--- src/rtl/game_pkg.sv ---
// Shared types and level constants for the wall-increase border logic.
package game_pkg;

  localparam int unsigned BW      = 4;
  localparam int unsigned SCORE_W = 8;

  typedef struct packed {
    logic [BW-1:0] xmax;
    logic [BW-1:0] xmin;
    logic [BW-1:0] ymax;
    logic [BW-1:0] ymin;
  } border_t;

  typedef enum logic [2:0] {IDLE, SETTLED, WAIT, CHECK, COMMIT} border_state_t;

  // Score thresholds (strictly greater than) and the border each level unlocks.
  localparam logic [SCORE_W-1:0] LVL6_SCORE = 8'd100;
  localparam logic [SCORE_W-1:0] LVL5_SCORE = 8'd80;
  localparam logic [SCORE_W-1:0] LVL4_SCORE = 8'd60;
  localparam logic [SCORE_W-1:0] LVL3_SCORE = 8'd40;
  localparam logic [SCORE_W-1:0] LVL2_SCORE = 8'd20;
  localparam logic [SCORE_W-1:0] LVL1_SCORE = 8'd10;

  localparam logic [BW-1:0] LVL6_X = 4'd15;
  localparam logic [BW-1:0] LVL6_Y = 4'd11;
  localparam logic [BW-1:0] LVL5_X = 4'd14;
  localparam logic [BW-1:0] LVL5_Y = 4'd10;
  localparam logic [BW-1:0] LVL4_X = 4'd13;
  localparam logic [BW-1:0] LVL4_Y = 4'd9;
  localparam logic [BW-1:0] LVL3_X = 4'd12;
  localparam logic [BW-1:0] LVL3_Y = 4'd8;
  localparam logic [BW-1:0] LVL2_X = 4'd10;
  localparam logic [BW-1:0] LVL2_Y = 4'd7;
  localparam logic [BW-1:0] LVL1_X = 4'd9;
  localparam logic [BW-1:0] LVL1_Y = 4'd7;
  localparam logic [BW-1:0] LVL0_X = 4'd8;
  localparam logic [BW-1:0] LVL0_Y = 4'd6;

endpackage

--- src/rtl/border_level_lut.sv ---
// Combinational score-to-target-border table, shared with the level display.
module border_level_lut
  import game_pkg::*;
(
  input  logic [SCORE_W-1:0] score,
  output logic [BW-1:0]      tx_c,
  output logic [BW-1:0]      ty_c
);

  always_comb begin
    tx_c = LVL0_X;
    ty_c = LVL0_Y;
    if (score > LVL6_SCORE) begin
      tx_c = LVL6_X; ty_c = LVL6_Y;
    end else if (score > LVL5_SCORE) begin
      tx_c = LVL5_X; ty_c = LVL5_Y;
    end else if (score > LVL4_SCORE) begin
      tx_c = LVL4_X; ty_c = LVL4_Y;
    end else if (score > LVL3_SCORE) begin
      tx_c = LVL3_X; ty_c = LVL3_Y;
    end else if (score > LVL2_SCORE) begin
      tx_c = LVL2_X; ty_c = LVL2_Y;
    end else if (score > LVL1_SCORE) begin
      tx_c = LVL1_X; ty_c = LVL1_Y;
    end
  end

endmodule

--- src/rtl/border_ctrl.sv ---
// Walks the live playfield border toward the score-derived target, one cell per
// snake move, with a collision check before any shrink.
module border_ctrl
  import game_pkg::*;
#(
  parameter int unsigned XFULL       = 15,
  parameter int unsigned YFULL       = 11,
  parameter int unsigned CHK_TIMEOUT = 15
) (
  input  logic               clk,
  input  logic               rst,
  input  logic               enable_in,
  input  logic [SCORE_W-1:0] score,
  input  logic               move_tick,
  input  logic               chk_ack,
  input  logic               chk_clear,
  output logic               chk_req,
  output logic [BW-1:0]      chk_xmax,
  output logic [BW-1:0]      chk_ymax,
  output logic [BW-1:0]      XMAX,
  output logic [BW-1:0]      XMIN,
  output logic [BW-1:0]      YMAX,
  output logic [BW-1:0]      YMIN,
  output logic               border_changed,
  output logic               busy,
  output logic               chk_err
);

  localparam int unsigned CNT_W = $clog2(CHK_TIMEOUT + 1);
  localparam border_t FULL = '{xmax: BW'(XFULL), xmin: '0, ymax: BW'(YFULL), ymin: '0};

  border_state_t   state;
  border_t         live;
  logic [CNT_W-1:0] cnt;
  logic [BW-1:0]   prop_x, prop_y;
  logic [BW-1:0]   tx, ty, nx, ny;
  logic            at_target, shrink, prop_at_target;

  border_level_lut u_lut (.score(score), .tx_c(tx), .ty_c(ty));

  // One-cell step toward the target on each axis independently.
  always_comb begin
    nx = live.xmax;
    ny = live.ymax;
    if (tx > live.xmax)      nx = live.xmax + BW'(1);
    else if (tx < live.xmax) nx = live.xmax - BW'(1);
    if (ty > live.ymax)      ny = live.ymax + BW'(1);
    else if (ty < live.ymax) ny = live.ymax - BW'(1);
    at_target      = (tx == live.xmax) && (ty == live.ymax);
    shrink         = (nx < live.xmax) || (ny < live.ymax);
    prop_at_target = (tx == prop_x) && (ty == prop_y);
  end

  always_ff @(posedge clk or posedge rst) begin
    if (rst) begin
      state          <= IDLE;
      live           <= FULL;
      cnt            <= '0;
      prop_x         <= '0;
      prop_y         <= '0;
      chk_req        <= 1'b0;
      chk_xmax       <= '0;
      chk_ymax       <= '0;
      border_changed <= 1'b0;
      busy           <= 1'b0;
      chk_err        <= 1'b0;
    end else begin
      border_changed <= 1'b0;
      chk_err        <= 1'b0;
      if (!enable_in) begin
        state          <= IDLE;
        live           <= FULL;
        chk_req        <= 1'b0;
        busy           <= 1'b0;
        border_changed <= (live != FULL);
      end else begin
        case (state)
          IDLE, SETTLED: begin
            if (at_target) begin
              state <= SETTLED;
              busy  <= 1'b0;
            end else begin
              state <= WAIT;
              busy  <= 1'b1;
            end
          end
          WAIT: begin
            if (at_target) begin
              state <= SETTLED;
              busy  <= 1'b0;
            end else if (move_tick) begin
              prop_x <= nx;
              prop_y <= ny;
              if (shrink) begin
                state    <= CHECK;
                chk_req  <= 1'b1;
                chk_xmax <= nx;
                chk_ymax <= ny;
                cnt      <= '0;
              end else begin
                state <= COMMIT;
              end
            end
          end
          CHECK: begin
            if (chk_ack) begin
              chk_req <= 1'b0;
              state   <= chk_clear ? COMMIT : WAIT;
            end else if (cnt >= CNT_W'(CHK_TIMEOUT - 1)) begin
              chk_req <= 1'b0;
              chk_err <= 1'b1;
              state   <= WAIT;
              cnt     <= CNT_W'(CHK_TIMEOUT);
            end else begin
              cnt <= cnt + CNT_W'(1);
            end
          end
          COMMIT: begin
            live.xmax      <= prop_x;
            live.ymax      <= prop_y;
            border_changed <= 1'b1;
            if (prop_at_target) begin
              state <= SETTLED;
              busy  <= 1'b0;
            end else begin
              state <= WAIT;
              busy  <= 1'b1;
            end
          end
          default: state <= IDLE;
        endcase
      end
    end
  end

  assign XMAX = live.xmax;
  assign XMIN = live.xmin;
  assign YMAX = live.ymax;
  assign YMIN = live.ymin;

endmodule

--- config.mk ---
export PLATFORM = sky130hd
export DESIGN_NAME = border_ctrl
export DESIGN_NICKNAME = d
export VERILOG_FILES = /design/src/rtl/game_pkg.sv /design/src/rtl/border_level_lut.sv /design/src/rtl/border_ctrl.sv
export SDC_FILE = /design/constraint.sdc
export NUM_CORES = 1
export LEC_CHECK = 0
export BUFFER_PORTS_ARGS = -buffer_cell sky130_fd_sc_hd__buf_2
export CAP_MARGIN = 20
export CORE_ASPECT_RATIO = 0.75
export CORE_MARGIN = 4
export CORE_UTILIZATION = 60
export CTS_CLUSTER_DIAMETER = 100
export CTS_CLUSTER_SIZE = 24
export DETAILED_ROUTE_END_ITERATION = 8
export GPL_TIMING_DRIVEN = 0
export HOLD_SLACK_MARGIN = 0.1
export PLACE_DENSITY_LB_ADDON = 0.25
export SETUP_SLACK_MARGIN = 0.3
export SYNTH_ARGS = -nofsm -noshare
export SYNTH_HDL_FRONTEND = slang
export SYNTH_HIERARCHICAL = 1
export SYNTH_SLANG_ARGS = --single-unit
--- constraint.sdc ---
create_clock -name clk -period 9.1 [get_ports clk]
set_input_delay 0.455 -clock clk [delete_from_list [all_inputs] [get_ports clk]]
set_output_delay 0.455 -clock clk [all_outputs]
set_load 0.005 [all_outputs]
---- Word level (Yosys, flattened, before mapping) ----
Cells that the tools add are included.
word-level totals
  register bits after elaboration ......... 35
  input bits .............................. 14
  output and inout port bits .............. 28
  logic and storage cells ................. 119
operators by class
  add/subtract/negate cells ............... 5
  $lt $le $gt $ge ......................... 13
  equality and inequality tests ........... 22
  mux-type cells .......................... 54
  bitwise gates (word level) .............. 1
  reduce and logical (&&, ||, !) cells .... 12
operators by type and width
  cell                                                           count
  two-way mux 4 bit                                              23
  two-way mux 3 bit                                              7
  two-way mux 1 bit                                              18
  equality test 4 bit                                            4
  greater-than comparator 8 x 6 -> 1 bit, second input constant  2
  greater-than comparator 8 x 7 -> 1 bit, second input constant  2
  less-than comparator 4 bit                                     4
  adder 4 x 1 -> 4 bit, second input constant                    3
  inequality test 3 bit, second input constant                   4
  case mux 3 bit (4 select lines)                                1
  AND reduction 5 bit                                            2
  greater-than comparator 4 bit                                  2
  greater-than comparator 8 x 4 -> 1 bit, second input constant  1
  greater-than comparator 8 x 5 -> 1 bit, second input constant  1
  inequality test 2 bit, second input constant                   4
  inequality test 4 bit, second input constant                   2
  inequality test 8 bit, second input constant                   1
  case mux 4 bit (2 select lines)                                1
  subtractor 4 x 1 -> 4 bit, second input constant               2
  equality test 3 x 2 -> 1 bit, second input constant            2
  AND reduction 6 bit                                            1
  greater-or-equal comparator 4 bit, second input constant       1
  two-way mux 2 bit                                              2
  inequality test 4 x 1 -> 1 bit, second input constant          1
  other kinds (14)                                               16

---- Logic depth before layout (Yosys ltp) ----
Gate-level depths: netlist of the first run.
  word-level depth ........................ 17
  gate-level depth with buffers ........... 19
  mapped depth without buffers ............ 18

---- Hierarchy ----
The synthesis of the first run kept the hierarchy.
by module, submodules not included
  module            instances  cells each  area an instance (µm²)  sequential area each (µm²)
  border_ctrl       1          234         2372.3                  884.6
  border_level_lut  1          28          171.4                   0.0

---- Least setup slack after synthesis of the first run ----
No wires, ideal clock.
  path type ............................... input -> register
  from .................................... input port score[3]
  to ...................................... register chk_xmax[0]
  setup time .............................. 125 ps
  data arrival time ....................... 4195 ps
  data required time ...................... 8975 ps
  path slack .............................. 4781 ps
  stages on the path ...................... 17
  path buffers ............................ 1
  path through ............................ or4_1 > nand3_1 > o311ai_1 > a21boi_1 > ha_1 > nor2b_1 > or2_2 > a31oi_1 > mux2i_1 > xnor2_1 > ha_1 > a21oi_1 > o211ai_1 > a21o_2 > a21boi_4 > buf_6 > mux2_2
between the ends
  elaborated cells on any way between the ends .. 34
  those cells by class .................... order compare: 12; eq/ne: 2; mux: 16; bitwise: 1; reduce/logical: 3
RTL lines
  item                                    RTL line                source
  start: declaration                      border_ctrl.sv:13       input logic [SCORE_W-1:0] score,
  greater-than comparator 8 x 6 -> 1 bit  border_level_lut.sv:19  end else if (score > LVL3_SCORE) begin
  two-way mux 4 bit                       border_level_lut.sv:19
  two-way mux 4 bit                       border_level_lut.sv:17  end else if (score > LVL4_SCORE) begin
  two-way mux 4 bit                       border_level_lut.sv:15  end else if (score > LVL5_SCORE) begin
  two-way mux 4 bit *                     border_level_lut.sv:13  if (score > LVL6_SCORE) begin
  named net ty[1]                         border_ctrl.sv:36       logic [BW-1:0] tx, ty, nx, ny;
  less-than comparator 4 bit              border_ctrl.sv:48       else if (ty < live.ymax) ny = live.ymax - BW'(1);
  two-way mux 4 bit                       border_ctrl.sv:48
  two-way mux 4 bit                       border_ctrl.sv:47       if (ty > live.ymax) ny = live.ymax + BW'(1);
  less-than comparator 4 bit              border_ctrl.sv:50       shrink = (nx < live.xmax) || (ny < live.ymax);
  logical OR 1 bit                        border_ctrl.sv:50
  AND reduction 5 bit (no source line) *  --
  end signal: assignment                  border_ctrl.sv:97       chk_xmax <= nx;
  end: declaration                        border_ctrl.sv:18       output logic [BW-1:0] chk_xmax,
Mark *: on every way through the listed nets, which the timed path passes. The rest lies on a longest branch.
A chain may end at the register's enable or synchronous reset.

---- Worst setup path after layout of the first run ----
  from .................................... input port score[2]
  to ...................................... register chk_xmax[3]
The elaborated chain is that of the path after synthesis.

==> results of run 1 <==
-- worst max-delay path, stage by stage --
cell and delay, ns:
buf_2 0.12, o31a_1 0.31, o311ai_1 0.51, a21boi_1 0.34, ha_1 0.30, nor2b_1 0.14
or2_2 0.27, a31oi_1 0.42, mux2i_1 0.16, xnor2_1 0.38, ha_1 0.33, nand3_1 0.10
o211ai_1 0.09, a21o_2 0.23, a21boi_4 0.19, buf_6 0.18, mux2_2 0.34
-- sequential cells by signal (all words and copies together) (netlist names) --
register        count
chk_ymax            4
border_changed      1
XMAX                4
state               3
chk_err             1
chk_xmax            4
cnt                 4
busy                1
prop_y              4
chk_req             1
prop_x              4
YMAX                4
-- worst paths after layout --
kind | cells after the start | slack, ns | end
setup / recovery | 17 | 4.40 | chk_xmax[3]
hold / removal | 2 | 0.20 | cnt[3]
setup reg to reg | 14 | 5.13 | chk_xmax[3]
hold reg to reg | 1 | 0.51 | chk_xmax[2]
max in group asynchronous | 3 | 8.32 | YMAX[3]
min in group clk | 3 | 0.45 | chk_req
-- synthesized netlist by cell type, types with 3 or more instances --
library cell	n
nor2_1	11
inv_1	16
o21ai_0	7
nand2_1	23
a31oi_1	4
mux2i_1	4
o211ai_1	12
nand4_1	7
o21a_1	3
dfrtp_1	28
nor2b_1	3
dfstp_2	7
nand3_1	7
ha_1	20
xnor2_1	15
nor3_1	4
a21oi_1	13
mux2_2	16
buf_4	10
-- through the flow --
step / total power, W / instances / util (%) / worst slack, ns / area [um2]
floorplan: 0.000395 / 269 / - / 4.78 / 2570
global placement: 0.000451 / 356 / 68.6 / 4.23 / 2800
detailed placement: 0.000462 / 357 / 69.3 / 4.17 / 2830
CTS: 0.000570 / 365 / 71.3 / 4.47 / 2910
global route: 0.000611 / 365 / 71.3 / 4.14 / 2910
finish: 0.000572 / 365 / 71.3 / 4.40 / 2910
-- metal layers --
layer | wire, um | share of wire [%]
met5 | 0 | 0
met2 | 2540 | 45
met4 | 63 | 1.1
met3 | 335 | 5.9
met1 | 2740 | 48
-- logic make-up after synthesis --
group                      Yosys count  share of synthesized area [%]
AOI/OAI and AO/OA                   64                           18.0
xor gates and xnor gates            15                           5.16
adders and majority gates           20                           9.84
buffers and inverters               33                           7.77
DFF                                 35                           34.8
muxes                               20                           8.66
other                                2                          0.295
and+or+nand+nor                     73                           15.5
-- power groups by stage --
stage	Combinational, W	Clock (W)	Sequential, W
global route	0.000251	0.000117	0.000243
detailed placement	0.000223	0	0.000239
floorplan	0.000163	0	0.000232
finish	0.000225	0.000108	0.000238
CTS	0.000224	0.000108	0.000237
global placement	0.000214	0	0.000237
-- final cells by class --
type                            count  area, um2  share of cell area, %
Buffer                             16        134                   4.60
Clock buffer                        7       76.3                   2.62
Clock inverter                      1       5.00                  0.172
Inverter                           17       63.8                   2.19
Multi-Input combinational cell    201       1490                   51.2
Sequential cell                    35        885                   30.4
Tap cell                           55       68.8                   2.37
Timing Repair Buffer               33        188                   6.45
-- placed cells by master, fill, tap and decap left out, drive strengths merged, types with 2 or more instances in the layout --
cell,n
a31o,2
or4,2
inv,17
a21o,4
o22a,2
nor2,12
nand4,7
o21ai,8
ha,20
clkbuf,10
dfstp,7
and4,2
nor3b,3
o211ai,12
nor4,2
nand3,7
nand2,23
a21oi,14
conb,9
or3,2
nor3,4
buf,46
nor2b,3
mux2i,4
dfrtp,28
a21boi,4
a31oi,4
mux2,16
o21a,3
xnor2,15
==> qor.csv, run 1 <==
stage,metric,value,unit
grt,GRT Util Overall,22.2,%
power,Comb pwr share,39.4,%
sta,RSZ-0062 raised after global routing,no,
floorplanning,Die Wd,83.2,um
synth,Mapped Area,0.00254,mm2
power,Internal,0.000369,W
final_layout,Fillers,323,
synth,Avg Synthesized Cell Area,9.71,um2
flow_run,MaxCap Viol Count,0,
placement,HPWL Detailed,4460,um
grt,vias in the first global route,2004,
power,P_leak,1.34,nW
worst_setup_path,CP Launch Point,score[2],
grt,layer with the highest usage,met2,
floorplanning,die area,0.00536,mm2
detailed_routing,Vias/cell,5.90,
clock_tree,setup bufs post-CTS,0,
sta,clock skew,0.00611,ns
grt,grt ovf,0,
worst_setup_path,Worst EP arrival,4.87,ns
detailed_routing,DR vias,2155,
synth,Yosys Warn Count,6,
grt,first-pass GRT wire length,9610,um
sta,Least-Margin Pin Slew,0.750,ns
clock_tree,Worst-Skew Late Latency,0.29,ns
synth,"Seq/Total Area, Yosys",34.8,%
detailed_routing,Routed WL,5680,um
clock_tree,Post-CTS Hold Buffers,0,
sta,WHS,0.199,ns
final_layout,NumNets Final,343,
grt,met1 Track Usage GR,32.0,%
detailed_routing,DRC Markers,0,
sta,period utilization,51.6,%
sta,minimum clock period,4.70,ns
worst_setup_path,worst-path fanout max,10,
placement,I/O Buffers,32,
floorplanning,Initial Utilization,62.4,%
clock_tree,TritonCTS Sinks,35,
synth,top cell type's share of synthesized area,27.5,%
clock_tree,post-cts resize count,0,
synth,largest cells by area after synthesis,"dfrtp_1 28%, ha_1 9.8%, dfstp_2 7.2%",
clock_tree,H-tree depth,2,
sta,Max Slew Vio Count,0,
detailed_routing,DRT antenna net count,0,
power,pwr dens,197,mW/mm2
grt,GR met2 Demand/Resource,34.5,%
clock_tree,CTS tree,done,
clock_tree,clock slew at reported path FFs,0.07,ns
synth,Cells after Synth,262,
final_layout,area grow syn2layout,14.3,%
synth,asr flop ratio synth,100,%
power,clock share of power,18.9,%
synth,Main synth FF type,dfrtp_1,
detailed_routing,WL/cell,15.6,um
sta,Setup TNS,0,ns
min_path,hold crit path type,input pin to asynchronous set/reset pin,
detailed_routing,Initial DRC Count,162,
detailed_routing,Initial DRT Pass Iterations,5,
clock_tree,CTS Buf Count,5,
sta,Slew Limit Headroom,49.6,%
worst_setup_path,r2r startpoint,XMAX[1],
synth,Synth area leader,dfrtp_1,
power,switching power,0.000203,W
synth,register bit total from synthesis,35,
synth,number of synthesized flops with an enable pin,0,
grt,global routing usage on met3,4.12,%
floorplanning,Core ar.,0.00408,mm2
final_layout,ANT cells,0,
placement,GPL Wtd Cong,0.912,
grt,initial antenna violation count,0,
synth,"Distinct cells, synth",60,
power,switching power share of the total,35.5,%
floorplanning,Chip Height,64.4,um
floorplanning,cell row count,20,
power,Sequential Power Share,41.7,%
worst_setup_path,CP Launch Type,input pin,
power,Max IR drop VDD,156,uV
final_layout,share of post-route cells with drive strength above 1,29.7,%
sta,Final Setup Violations,0,
worst_setup_path,required time of the critical path,9.27,ns
outcome,status,completed,
grt,largest net degree at the start of global routing,25,
clock_tree,Root Buffer Master,clkbuf_8,
worst_setup_path,crit path kind,input pin to register,
clock_tree,clock buffer depth,2,
floorplanning,I/O Pins,42,
sta,final hold violations,0,
worst_setup_path,CP endpoint kind,register,
sta,upper clock frequency limit,213,MHz
Note: power is estimated with default switching activity, not from simulation.
==> run 2: changes to the inputs <==
CORE_UTILIZATION = 57   (was 60)
clock period = 4.8 ns   (was 9.1 ns; I/O delays follow)
==> qor.csv, run 2 (same netlist as run 1, synthesis figures left out) <==
stage,metric,value,unit
power,P_leak,1.35,nW
grt,vias in the first global route,2052,
power,Max IR drop VDD,257,uV
placement,dpl cells,357,
worst_setup_path,Top delay family on crit path,compound AO/OA/AOI/OAI gates,
floorplanning,Chip Height,65.9,um
min_path,hold crit path type,input pin to asynchronous set/reset pin,
worst_setup_path,required time of the critical path,4.98,ns
grt,grt ovf,0,
sta,minimum clock period,4.29,ns
sta,final worst slack,0.510,ns
worst_setup_path,CP endpoint kind,register,
worst_setup_path,Worst EP arrival,4.47,ns
worst_setup_path,Reg-to-Reg End,chk_ymax[3],
detailed_routing,Routed WL,5740,um
final_layout,final core area utilization,70.1,%
sta,Final Setup Violations,0,
clock_tree,Post-CTS Hold Buffers,0,
clock_tree,CTS Buf Count,5,
clock_tree,Worst-Skew Late Latency,0.29,ns
placement,I/O Buffers,32,
final_layout,share of post-route cells with drive strength above 1,30.3,%
worst_setup_path,CP Launch Point,score[3],
sta,Least-Margin Pin Slew,0.773,ns
sta,Setup TNS,0,ns
detailed_routing,DR vias,2115,
worst_setup_path,Max stage delay on crit path,0.54,ns
detailed_routing,Initial DRT Pass Iterations,4,
worst_setup_path,number of cells on the critical path,18,
worst_setup_path,R2R depth,14,
grt,global routing usage on met3,3.99,%
grt,initial antenna violation count,0,
sta,final hold violations,0,
worst_setup_path,r2r startpoint,XMAX[1],
clock_tree,CTS tree,done,
power,switching power share of the total,35.4,%
floorplanning,I/O Pins,42,
power,pwr dens,371,mW/mm2
worst_setup_path,CP Launch Type,input pin,
floorplanning,Die Wd,85.1,um
grt,GRT Util Overall,22.4,%
worst_setup_path,worst-path cell chain,buf_2 -> or4_1 -> nand3_1 -> o311ai_2 -> a21boi_1 -> ha_1 -> nor2b_1 -> or2_2 -> a31oi_4 -> mux2i_1 -> xnor2_1 -> ha_1 -> a21oi_1 -> o211ai_1 -> a21o_2 -> a21boi_4 -> buf_6 -> mux2_2,
detailed_routing,Vias/cell,5.79,
final_layout,ANT cells,0,
flow_run,MaxCap Viol Count,0,
power,clock share of power,19.4,%
detailed_routing,WL/cell,15.7,um
power,Comb pwr share,39.5,%
grt,largest net degree at the start of global routing,19,
clock_tree,clock slew at reported path FFs,0.07,ns
sta,upper clock frequency limit,233,MHz
worst_setup_path,Most Frequent Cell on Critical Path,ha_1,
clock_tree,TritonCTS Sinks,35,
worst_setup_path,worst-path fanout max,10,
detailed_routing,DRC Markers,0,
grt,layer with the highest usage,met2,
final_layout,"most common cell after layout, fill and taps aside",buf_2,
detailed_routing,Initial DRC Count,96,
worst_setup_path,crit path kind,input pin to register,
clock_tree,H-tree depth,2,
grt,GR met2 Demand/Resource,34.1,%
sta,RSZ-0062 raised after global routing,no,
grt,met1 Track Usage GR,31.9,%
floorplanning,Core ar.,0.00418,mm2
outcome,status,completed,
power,Internal,0.000702,W
floorplanning,die area,0.00561,mm2
worst_setup_path,CP max-delay cell,or4_1,
clock_tree,Root Buffer Master,clkbuf_8,
worst_setup_path,"reg-to-reg slack, setup",0.94,ns
floorplanning,cell row count,20,
sta,period utilization,89.4,%
placement,DP Worst Slack,0.0709,ns
final_layout,"Design Area, Final",0.00293,mm2
final_layout,non-filler instance count after layout,365,
sta,Max Slew Vio Count,0,
placement,GPL Wtd Cong,0.865,
worst_setup_path,Critical Path Sink,chk_ymax[3],
power,Sequential Power Share,41.1,%
power,switching power,0.000384,W
sta,Slew Limit Headroom,48.0,%
grt,first-pass GRT wire length,9840,um
floorplanning,Initial Utilization,60.9,%
placement,HPWL Detailed,4430,um
detailed_routing,DRT antenna net count,0,
final_layout,NumNets Final,343,
sta,clock skew,0.00487,ns
worst_setup_path,CP bufs+invs,2,
final_layout,area grow syn2layout,15.2,%
placement,placed cell area,0.00283,mm2
final_layout,most frequent cells in the layout,"32 x buf_2, 28 x dfrtp_1, 23 x nand2_1",
clock_tree,clock buffer depth,2,
==> run 2: worst min path at each step <==
stage | startpoint | end | slack (ns) | cells past startpoint
finish | rst | chk_ymax[2] | 0.07 | 2
global route | rst | cnt[3] | 0.14 | 2
CTS | rst | cnt[3] | 0.10 | 2
detailed placement | rst | chk_ymax[2] | 0.41 | 2
global placement | cnt[3] | cnt[3] | 0.48 | 2
floorplan | rst | YMAX[2] | 0.39 | 1
==> run 2: worst reg2reg max path: stages (launching register included) <==
cell	delay (ns)
dfstp_2	0.58
inv_1	0.12
ha_1	0.34
nor2b_1	0.15
or2_2	0.31
a31oi_4	0.27
mux2i_1	0.25
xnor2_1	0.20
ha_1	0.32
a21oi_1	0.16
o211ai_1	0.11
a21o_2	0.23
a21boi_4	0.18
buf_6	0.18
mux2_2	0.35
==> run 2: power groups by stage <==
stage | registers, W | logic [W] | clock network [W]
finish | 0.000446 | 0.000429 | 0.000211
global route | 0.000458 | 0.000481 | 0.000230
CTS | 0.000446 | 0.000425 | 0.000212
detailed placement | 0.000451 | 0.000423 | 0
global placement | 0.000447 | 0.000408 | 0
floorplan | 0.000440 | 0.000309 | 0
==> run 2: routing by layer <==
| layer | vias up | part of all wire (%) | routed length, um |
|---|---|---|---|
| li1 | 1040 | - | - |
| met2 | 66 | 45 | 2570 |
| met4 | 0 | 1.0 | 59 |
| met1 | 999 | 49 | 2810 |
| met3 | 10 | 5.2 | 298 |
| met5 | - | 0 | 0 |
==> run 2: area by class of cell <==
| cell class | instances | area [um2] |
|---|---|---|
| timing repair buffer | 33 | 188 |
| sequential | 35 | 885 |
| tap | 55 | 68.8 |
| fill | 338 | 1250 |
| clock buffer | 7 | 76.3 |
| clock inverter | 1 | 5.00 |
| inverter | 17 | 63.8 |
| buffer | 16 | 134 |
| multi-input combinational | 201 | 1510 |
==> run 2: what timing repair did <==
| action | CTS | global route |
|---|---|---|
| resized for setup | 0 | 3 |
| endpoints found under the setup margin | 0 | 10 |
| setup buffers | 0 | 0 |
==> run 2: metrics by stage <==
step,power [W],hold WS (ns)
3_3_place_gp,0.000855,0.483
2_1_floorplan,0.000749,0.389
5_1_grt,0.00117,0.136
4_1_cts,0.00108,0.104
3_5_place_dp,0.000874,0.409
6_report,0.00109,0.0715
